==> config.mk <==
export PLATFORM = sky130hd
export DESIGN_NAME = sprite_render_pipe
export DESIGN_NICKNAME = d
export VERILOG_FILES = /design/src/rtl/sprite_render_pipe.sv
export SDC_FILE = /design/constraint.sdc
export NUM_CORES = 1
export LEC_CHECK = 0
export ABC_AREA = 1
export BUFFER_PORTS_ARGS = -buffer_cell sky130_fd_sc_hd__buf_2
export CAP_MARGIN = 20
export CORE_UTILIZATION = 37
export CTS_BUF_LIST = sky130_fd_sc_hd__clkbuf_8
export DETAILED_ROUTE_END_ITERATION = 7
export GPL_TIMING_DRIVEN = 0
export MAX_ROUTING_LAYER = met4
export PLACE_DENSITY = 0.72
export SYNTH_ARGS = -nofsm -noshare
export SYNTH_HDL_FRONTEND = slang
export SYNTH_SLANG_ARGS = --single-unit
==> constraint.sdc <==
create_clock -name clock -period 1.5 [get_ports clock]
set_clock_uncertainty 0.2 [all_clocks]
set_input_delay 0 -clock clock [delete_from_list [all_inputs] [get_ports clock]]
set_output_delay 0 -clock clock [all_outputs]
set_load 0.02 [all_outputs]
==> src/rtl/sprite_render_pipe.sv <==
// Purpose: sprite pixel lookup pipeline plus IDLE/WALK/ATTACK animation FSM selecting the sprite ROM.
// Latency: 3 cycles from draw_x/draw_y to sprite_on/sprite_idx, one pixel per cycle; rom_sel updates the cycle after frame_tick.
// Backpressure: none; the pipeline free-runs with the pixel clock and every input is sampled each cycle.
//
// Ports:
//   clock, reset              : clock and synchronous active-high reset
//   draw_x, draw_y            : current raster pixel
//   pos_x, pos_y              : sprite top-left corner
//   dir, moving               : facing (0 down, 1 up, 2 left, 3 right) and walking level
//   attack_req, frame_tick    : swing request pulse, once-per-frame pulse in vertical blank
//   rom_q / rom_addr, rom_sel : sprite ROM data (1-cycle synchronous read), address and image select
//   sprite_on, sprite_idx     : opaque sprite pixel present and its palette index
//   attack_busy               : high while the sword swing is playing
module sprite_render_pipe (
  input  logic       clock,
  input  logic       reset,
  input  logic [9:0] draw_x,
  input  logic [9:0] draw_y,
  input  logic [9:0] pos_x,
  input  logic [9:0] pos_y,
  input  logic [1:0] dir,
  input  logic       moving,
  input  logic       attack_req,
  input  logic       frame_tick,
  input  logic [2:0] rom_q,
  output logic [9:0] rom_addr,
  output logic [4:0] rom_sel,
  output logic       sprite_on,
  output logic [2:0] sprite_idx,
  output logic       attack_busy
);

  typedef enum logic [1:0] {IDLE = 2'd0, WALK = 2'd1, ATTACK = 2'd2} state_t;

  // ---------------------------------------------------------------- pixel pipe
  // Bounds are compared at 11 bits so a sprite near column/row 1023 does not
  // wrap its right/bottom edge back to small coordinates.
  logic [10:0] x_end, y_end;
  logic [9:0]  off_x, off_y;
  logic        in_box;
  logic        inbox_d1, inbox_d2;
  logic        opaque;

  assign x_end  = {1'b0, pos_x} + 11'd32;
  assign y_end  = {1'b0, pos_y} + 11'd32;
  assign off_x  = draw_x - pos_x;
  assign off_y  = draw_y - pos_y;
  assign in_box = ({1'b0, draw_x} >= {1'b0, pos_x}) && ({1'b0, draw_x} < x_end) &&
                  ({1'b0, draw_y} >= {1'b0, pos_y}) && ({1'b0, draw_y} < y_end);
  assign opaque = inbox_d2 && (rom_q != 3'd0);

  always_ff @(posedge clock) begin
    if (reset) begin
      rom_addr   <= '0;
      inbox_d1   <= 1'b0;
      inbox_d2   <= 1'b0;
      sprite_on  <= 1'b0;
      sprite_idx <= '0;
    end else begin
      rom_addr   <= in_box ? {off_y[4:0], off_x[4:0]} : 10'd0;
      inbox_d1   <= in_box;
      inbox_d2   <= inbox_d1;  // lines up with rom_q of the same pixel
      sprite_on  <= opaque;
      sprite_idx <= opaque ? rom_q : 3'd0;
    end
  end

  // ---------------------------------------------------------------- animation FSM
  state_t     state, state_nxt;
  logic       pending, pending_nxt;
  logic [2:0] walk_cnt, walk_cnt_nxt;
  logic       walk_frame, walk_frame_nxt;
  logic [1:0] sword_frame, sword_frame_nxt;
  logic [1:0] hold_cnt, hold_cnt_nxt;
  logic [1:0] atk_dir, atk_dir_nxt;
  logic [4:0] rom_sel_nxt;

  always_comb begin
    state_nxt       = state;
    pending_nxt     = pending;
    walk_cnt_nxt    = walk_cnt;
    walk_frame_nxt  = walk_frame;
    sword_frame_nxt = sword_frame;
    hold_cnt_nxt    = hold_cnt;
    atk_dir_nxt     = atk_dir;

    // A request seen on a tick cycle is only latched here; the transition
    // below looks at the old pending value, so it acts on the next tick.
    if (attack_req && state != ATTACK)
      pending_nxt = 1'b1;

    if (frame_tick) begin
      case (state)
        IDLE, WALK: begin
          if (pending) begin
            state_nxt       = ATTACK;
            pending_nxt     = 1'b0;
            sword_frame_nxt = 2'd0;
            hold_cnt_nxt    = 2'd0;
            atk_dir_nxt     = dir;
          end else if (state == IDLE) begin
            if (moving)
              state_nxt = WALK;
          end else if (!moving) begin
            state_nxt      = IDLE;
            walk_cnt_nxt   = 3'd0;
            walk_frame_nxt = 1'b0;
          end else begin
            walk_cnt_nxt = walk_cnt + 3'd1;
            if (walk_cnt == 3'd7)
              walk_frame_nxt = ~walk_frame;
          end
        end
        ATTACK: begin
          hold_cnt_nxt = hold_cnt + 2'd1;
          if (hold_cnt == 2'd3) begin
            sword_frame_nxt = sword_frame + 2'd1;
            if (sword_frame == 2'd3) begin
              if (moving) begin
                state_nxt = WALK;
              end else begin
                state_nxt      = IDLE;
                walk_cnt_nxt   = 3'd0;
                walk_frame_nxt = 1'b0;
              end
            end
          end
        end
        default: state_nxt = IDLE;
      endcase
    end

    // Image select for the post-tick state: 0..7 walk/idle, 8..23 sword.
    if (state_nxt == ATTACK)
      rom_sel_nxt = {1'b0, atk_dir_nxt, sword_frame_nxt} + 5'd8;
    else
      rom_sel_nxt = {2'b00, dir, walk_frame_nxt};
  end

  always_ff @(posedge clock) begin
    if (reset) begin
      state       <= IDLE;
      pending     <= 1'b0;
      walk_cnt    <= '0;
      walk_frame  <= 1'b0;
      sword_frame <= '0;
      hold_cnt    <= '0;
      atk_dir     <= '0;
      rom_sel     <= '0;
    end else begin
      state       <= state_nxt;
      pending     <= pending_nxt;
      walk_cnt    <= walk_cnt_nxt;
      walk_frame  <= walk_frame_nxt;
      sword_frame <= sword_frame_nxt;
      hold_cnt    <= hold_cnt_nxt;
      atk_dir     <= atk_dir_nxt;
      // Only refreshed at the frame boundary so the image never changes mid-frame.
      if (frame_tick)
        rom_sel <= rom_sel_nxt;
    end
  end

  assign attack_busy = (state == ATTACK);

endmodule

## Word-level counts from Yosys, hierarchy flattened

Index checks and enable logic that the tools add are counted.

- Equal/unequal tests: 13
- Div/mod/pow operators: 0
- Bitwise gates (word level): 3
- Mux-type cells: 39
- Shifts and indexed selects: 0
- Reduce and logical (&&, ||, !) cells: 13
- Order comparisons: 4
- Add/subtract/negate cells: 8
- Multiply operators: 0

Operator list:

| kind | number |
|---|---|
| $mux 2 | 14 |
| $add 10x6->11 const B | 2 |
| $lt 10x11->1 | 2 |
| $ge 10x10->1 | 2 |
| $mux 3 | 6 |
| $mux 1 | 13 |
| $pmux 2 s2 | 3 |
| $ne 2x2->1 const B | 5 |
| $sub 5x5->5 | 2 |
| $eq 2x2->1 const B | 4 |
| $reduce_and 7->1 | 1 |
| $pmux 3 s2 | 1 |
| $reduce_or 2->1 | 3 |
| $add 4x4->5 const B | 1 |
| $logic_and 1x1->1 | 5 |
| $mux 5 | 1 |
| $add 2x1->2 const B | 2 |
| $ne 2x1->1 const B | 2 |
| $add 3x1->3 const B | 1 |
| $eq 3x3->1 const B | 1 |
| $not 1->1 | 3 |
| $reduce_and 3->1 | 1 |
| $reduce_bool 3->1 | 1 |
| $eq 2x1->1 const B | 1 |
| 3 further kinds | 3 |

- Output and inout port bits: 20
- Bits of input ports: 50
- Memory bits (read-only): 0
- Latch bits: 0
- Word-level logic and storage cells: 93
- Memory bits (writable): 0
- Flip-flop bits (word level): 34
- Memories: 0

## Depth between registers and ports, before layout

- Depth after elaboration: 8
- Gate-level depth with buffers: 13
- Mapped depth without buffers: 12

## Worst setup path after synthesis

No wires, ideal clock.

- Kind: register to register
- Start point: register hold_cnt[0]
- End point: register rom_sel[4]
- Setup time: 66 ps
- Data arrival time: 1407 ps
- Cell stages (with the launch flop): 10
- Path slack: -173 ps
- Data required time: 1234 ps
- Buffers on the path: 0
- Clock period less this slack: 1673 ps
- Cells stage by stage: dfxtp_1 -> ha_1 -> nand2_1 -> inv_1 -> nand2_1 -> nand2_1 -> a21oi_2 -> nand2_4 -> or2_1 -> a21oi_2

- Longest elaborated chain between the ends: 6
- Elaborated cells on any way between the ends: 10
- Those cells by class: 1 x add/sub; 2 x eq/ne; 7 x mux

Ends and longest elaborated chain:

| element | line | text |
|---|---|---|
| from (decl) | 74 | `logic [1:0] hold_cnt, hold_cnt_nxt;` |
| from (signal assigned) | 156 | `hold_cnt <= hold_cnt_nxt;` |
| $eq 2x2->1 * | 116 | `if (hold_cnt == 2'd3) begin` |
| $mux 2 | 116 |  |
| $pmux 2 s2 | 93 | `case (state)` |
| $mux 2 | 92 | `if (frame_tick) begin` |
| $add 4x4->5 / $eq 2x2->1 (equally long branches) | 135, 134 |  |
| $mux 5 * | 134 | `if (state_nxt == ATTACK)` |
| to (signal assigned) | 160 | `rom_sel <= rom_sel_nxt;` |
| to (decl) | 27 | `output logic [4:0] rom_sel,` |

Every way passes the cells marked *; elsewhere a longest branch is shown, timed or not.
A chain may end at the register's enable or synchronous reset.

## Worst setup path in the final report

- Start point: register sword_frame[0]
- End point: register rom_sel[4]

- Longest elaborated chain between the ends: 7
- Elaborated cells on any way between the ends: 13
- Those cells by class: 2 x add/sub; 2 x eq/ne; 9 x mux

Ends and longest elaborated chain:

| element | line | text |
|---|---|---|
| from (decl) | 73 | `logic [1:0] sword_frame, sword_frame_nxt;` |
| from (signal assigned) | 155 | `sword_frame <= sword_frame_nxt;` |
| parallel branches: the longest is 6 deep, another holds $add 4x4->5 | - |  |
| $mux 5 * | 134 |  |

Every way passes the cells marked *.

==> impl_results.md <==
- Gr ovfl total: 0
- Tmin final: roughly 1.6 ns
- Setup CP Type: reg -> reg
- Clock transition at path regs: 0.07 ns
- Crit Path Max Fanout: 5
- Crit path DAT: 1.65 ns
- Post-Syn Area: 0.00254 mm2
- First-pass GRT wire length: 10.5 mm
- Mapped Cells: 351
- Synth area leader: dfxtp_1
- Most frequent cells in the layout: 61 x buf_2, 60 x nand2_1, 55 x inv_1
- Via density: 4.67
- Diodes inserted: 0
- Cts bufs inserted: 5
- P_sw: 0.835 mW
- Clock latency on the worst-skew pair: 0.29 ns
- Seq cells post-synth: 34
- Sequential share of power: 0.356
- Sink Count: 34
- IO Port Bufs: 68
- Fmax: 615 MHz
- Share of the synthesized area in the top cell type: 0.268
- Setup TNS: -0.649 ns
- Post-Synth XOR/XNOR Area: 0.0413
- H-tree Lvls: 2
- Worst setup EP type: register
- Req. time, crit path: 1.53 ns
- Max Buffers Root-to-Sink: 2
- Core Util, Final: 0.588
- Height of the die: 84.9 um
- Comb pwr share: 0.328
- Worst hold path depth: 4
- Final nets: ~560
- FF-to-FF Start: sword_frame[0]$_SDFF_PP0_
- Hold path start: draw_x[1]
- Top cells by area, synth: dfxtp_1 27%, ha_1 18%, nand2_1 9.6%, inv_1 9.4%, nor2_1 4.7%
- Rows: 29
- Layout cells sized above 1: 0.401
- RSZ-0062 raised after global routing: true
- Post-Syn Area per Cell: 7.25 um2
- Via count: 2557
- Total wire length: 6.31 mm
- Count of cell types in the netlist: 37
- Avg WL per Cell: 11.5 um
- Worst r2r path cells: 9
- Top FF cell, synth: dfxtp_1
- HP Class: in -> reg
- Total power: 2.68 mW
- Clock power frac: 0.315
- Crit start category: register
- Worst rel slew slack: 0.649
- Final Max Tran Viols: 0
- Final Hold Vio Count: 1
- Synth Area in Compound Gates: 0.113
- Die W: 84.9 um
- GRT Total Usage: 0.185
- Flop2flop setup slack: -0.13 ns
- Die ar.: about 0.0072 mm2
- I/O pin count: 70
- PwrDens: 701 mW/mm2
- Vias in the first global route: 2559
- Final Cycle Share: 1.08
- Number of flops mapped to enable cells by yosys: 0
- Most common cell after layout, fill and taps aside: buf_2
- Reg2reg end: rom_sel[4]$_SDFFE_PP0P_
- Yosys warns: 0
- Pin count of the biggest net entering global routing: 13
- Initial antenna violation count: 0
- Synth async-reset ratio: 0
- Status: complete, but fails checks
- P_int: between 1.5 and 2 mW
- Switching fraction of total power: 0.312
- Worst-margin pin slew: 0.526 ns
- Seq/Total Area, Yosys: 0.268
- Core area: 0.00649 mm2
- DRC Markers: 2
- VDD IR max: 535 uV
- WHS: -0.0318 ns
- Detailed placer's ending HPWL: around 4.2 mm
- Failing checks: DRC, hold timing, setup timing
- Synth Area in Adders: 0.193
- Hold worst-path end: rom_addr[1]$_SDFF_PP0_
- Leakage power: 1.99 nW
- Synth Net Count: 439
- Placer Congestion: ~0.86
- CTS root buffer: clkbuf_8
- Simple-Gate Fraction of Synth Area: 0.271
- Initial core utilization: 0.392
- Area Overhead vs Synth: 50.1%
- Fin worst setup slack: -0.126 ns
- Fillers: around 570
- CTS tree: built
- Largest family of logic cells by synthesized area: simple AND/OR/NAND/NOR gates
- Number of DRC markers in iteration 0: 58
- Post-route ant nets: 0
- Final setup violation count: 17
- Total of max-cap violations: 0
- Dpl ws: -0.455 ns
- Post-synthesis mux area share: 0.00394
- 1st-pass router iterations: 6
[routing by layer]
| metal | global-route usage | vias to the layer above | wire length (um) |
|---|---|---|---|
| met5 | - | - | 0 |
| met4 | 0.0663 | 0 | 106 |
| met3 | 0.0302 | 11 | 247 |
| met2 | 0.342 | 57 | 3370 |
| met1 | 0.199 | 1135 | 2580 |
| li1 | - | 1354 | - |
[Yosys cell counts (5+ instances only)]
| library cell | instances |
|---|---|
| nand2_1 | 65 |
| inv_1 | 64 |
| ha_1 | 36 |
| dfxtp_1 | 34 |
| nor2_1 | 32 |
| a21oi_1 | 22 |
| nand3_1 | 18 |
| nor2_2 | 12 |
| o21ai_0 | 10 |
| xor2_1 | 7 |
| nand2_2 | 5 |
| xnor2_1 | 5 |
[through the flow]
step                cells  hold WS, ns  cell area (um2)
floorplan             351       -0.131             2590
global placement      496      0.00147             3030
detailed placement    496       0.0113             3030
CTS                   542       0.0302             3610
global route          548      0.00568             3820
finish                548      -0.0318             3820
[cells by family after synthesis]
| group | after synthesis |
|---|---|
| AND/OR/NAND/NOR | 147 |
| buffers and inverters | 70 |
| AO/OA/AOI/OAI | 49 |
| adder cells (fa/ha/maj) | 38 |
| flip-flops | 34 |
| XOR/XNOR | 12 |
| multiplexers | 1 |
[power groups by stage]
| stage | clock network (mW) | logic, mW | registers (mW) |
|---|---|---|---|
| after detailed placement | 0 | 0.656 | 0.971 |
| after global routing | 0.903 | 0.986 | 0.957 |
| after CTS | 0.867 | 0.788 | 0.953 |
| final | 0.844 | 0.879 | 0.954 |
| after global placement | 0 | 0.644 | 0.971 |
| after floorplan | 0 | 0.452 | 0.988 |
[final cells by class]
cell class	count	area (um2)	share of cell area
repair buffers	112	785	0.206
multi-input cells	247	1850	0.483
clock inverters	3	45.0	0.0118
plain buffers	5	37.5	0.00983
clock buffers	5	68.8	0.0180
flip-flops and latches	34	693	0.182
well taps	77	96.3	0.0252
inverters	65	246	0.0646
[critical path, stage by stage, from the launching register on]
cell     delay, ns
dfxtp_2       0.35
ha_4          0.17
nand2_4       0.07
inv_2         0.05
nand2_4       0.06
nand2_4       0.05
a21oi_4       0.18
nand2_4       0.09
or2_1         0.25
a21oi_2       0.11
[sequential cells by signal (all words and copies together) (netlist names)]
name         flops
state            2
sword_frame      2
sprite_idx       3
walk_cnt         3
rom_sel          5
walk_frame       1
sprite_on        1
rom_addr        10
atk_dir          2
pending          1
inbox_d2         1
hold_cnt         2
inbox_d1         1
[what timing repair did]
item | 4_1_cts | 5_1_grt
gates resized for setup | 41 | 48
buffers inserted | 17 | 7
endpoints found under the setup margin | 21 | 24
pin swaps | 36 | 27
gates cloned | 1 | 0
hold endpoints to repair | 27 | 2
hold buffers | 20 | 1
[worst max path at each step]
stage / startpoint / endpoint / slack [ns] / depth (start not counted)
global placement: pos_x[5] / rom_addr[4]$_SDFF_PP0_ / -0.44 / 12
CTS: hold_cnt[0]$_SDFFE_PP0P_ / rom_sel[4]$_SDFFE_PP0P_ / -0.10 / 9
detailed placement: pos_x[5] / rom_addr[5]$_SDFF_PP0_ / -0.46 / 12
floorplan: pos_x[6] / rom_addr[2]$_SDFF_PP0_ / -0.1 / 13
global route: sword_frame[1]$_SDFF_PP0_ / rom_sel[0]$_SDFFE_PP0P_ / -0.19 / 9
finish: sword_frame[0]$_SDFF_PP0_ / rom_sel[4]$_SDFFE_PP0P_ / -0.13 / 9
Power figures use the tool's default switching activity.
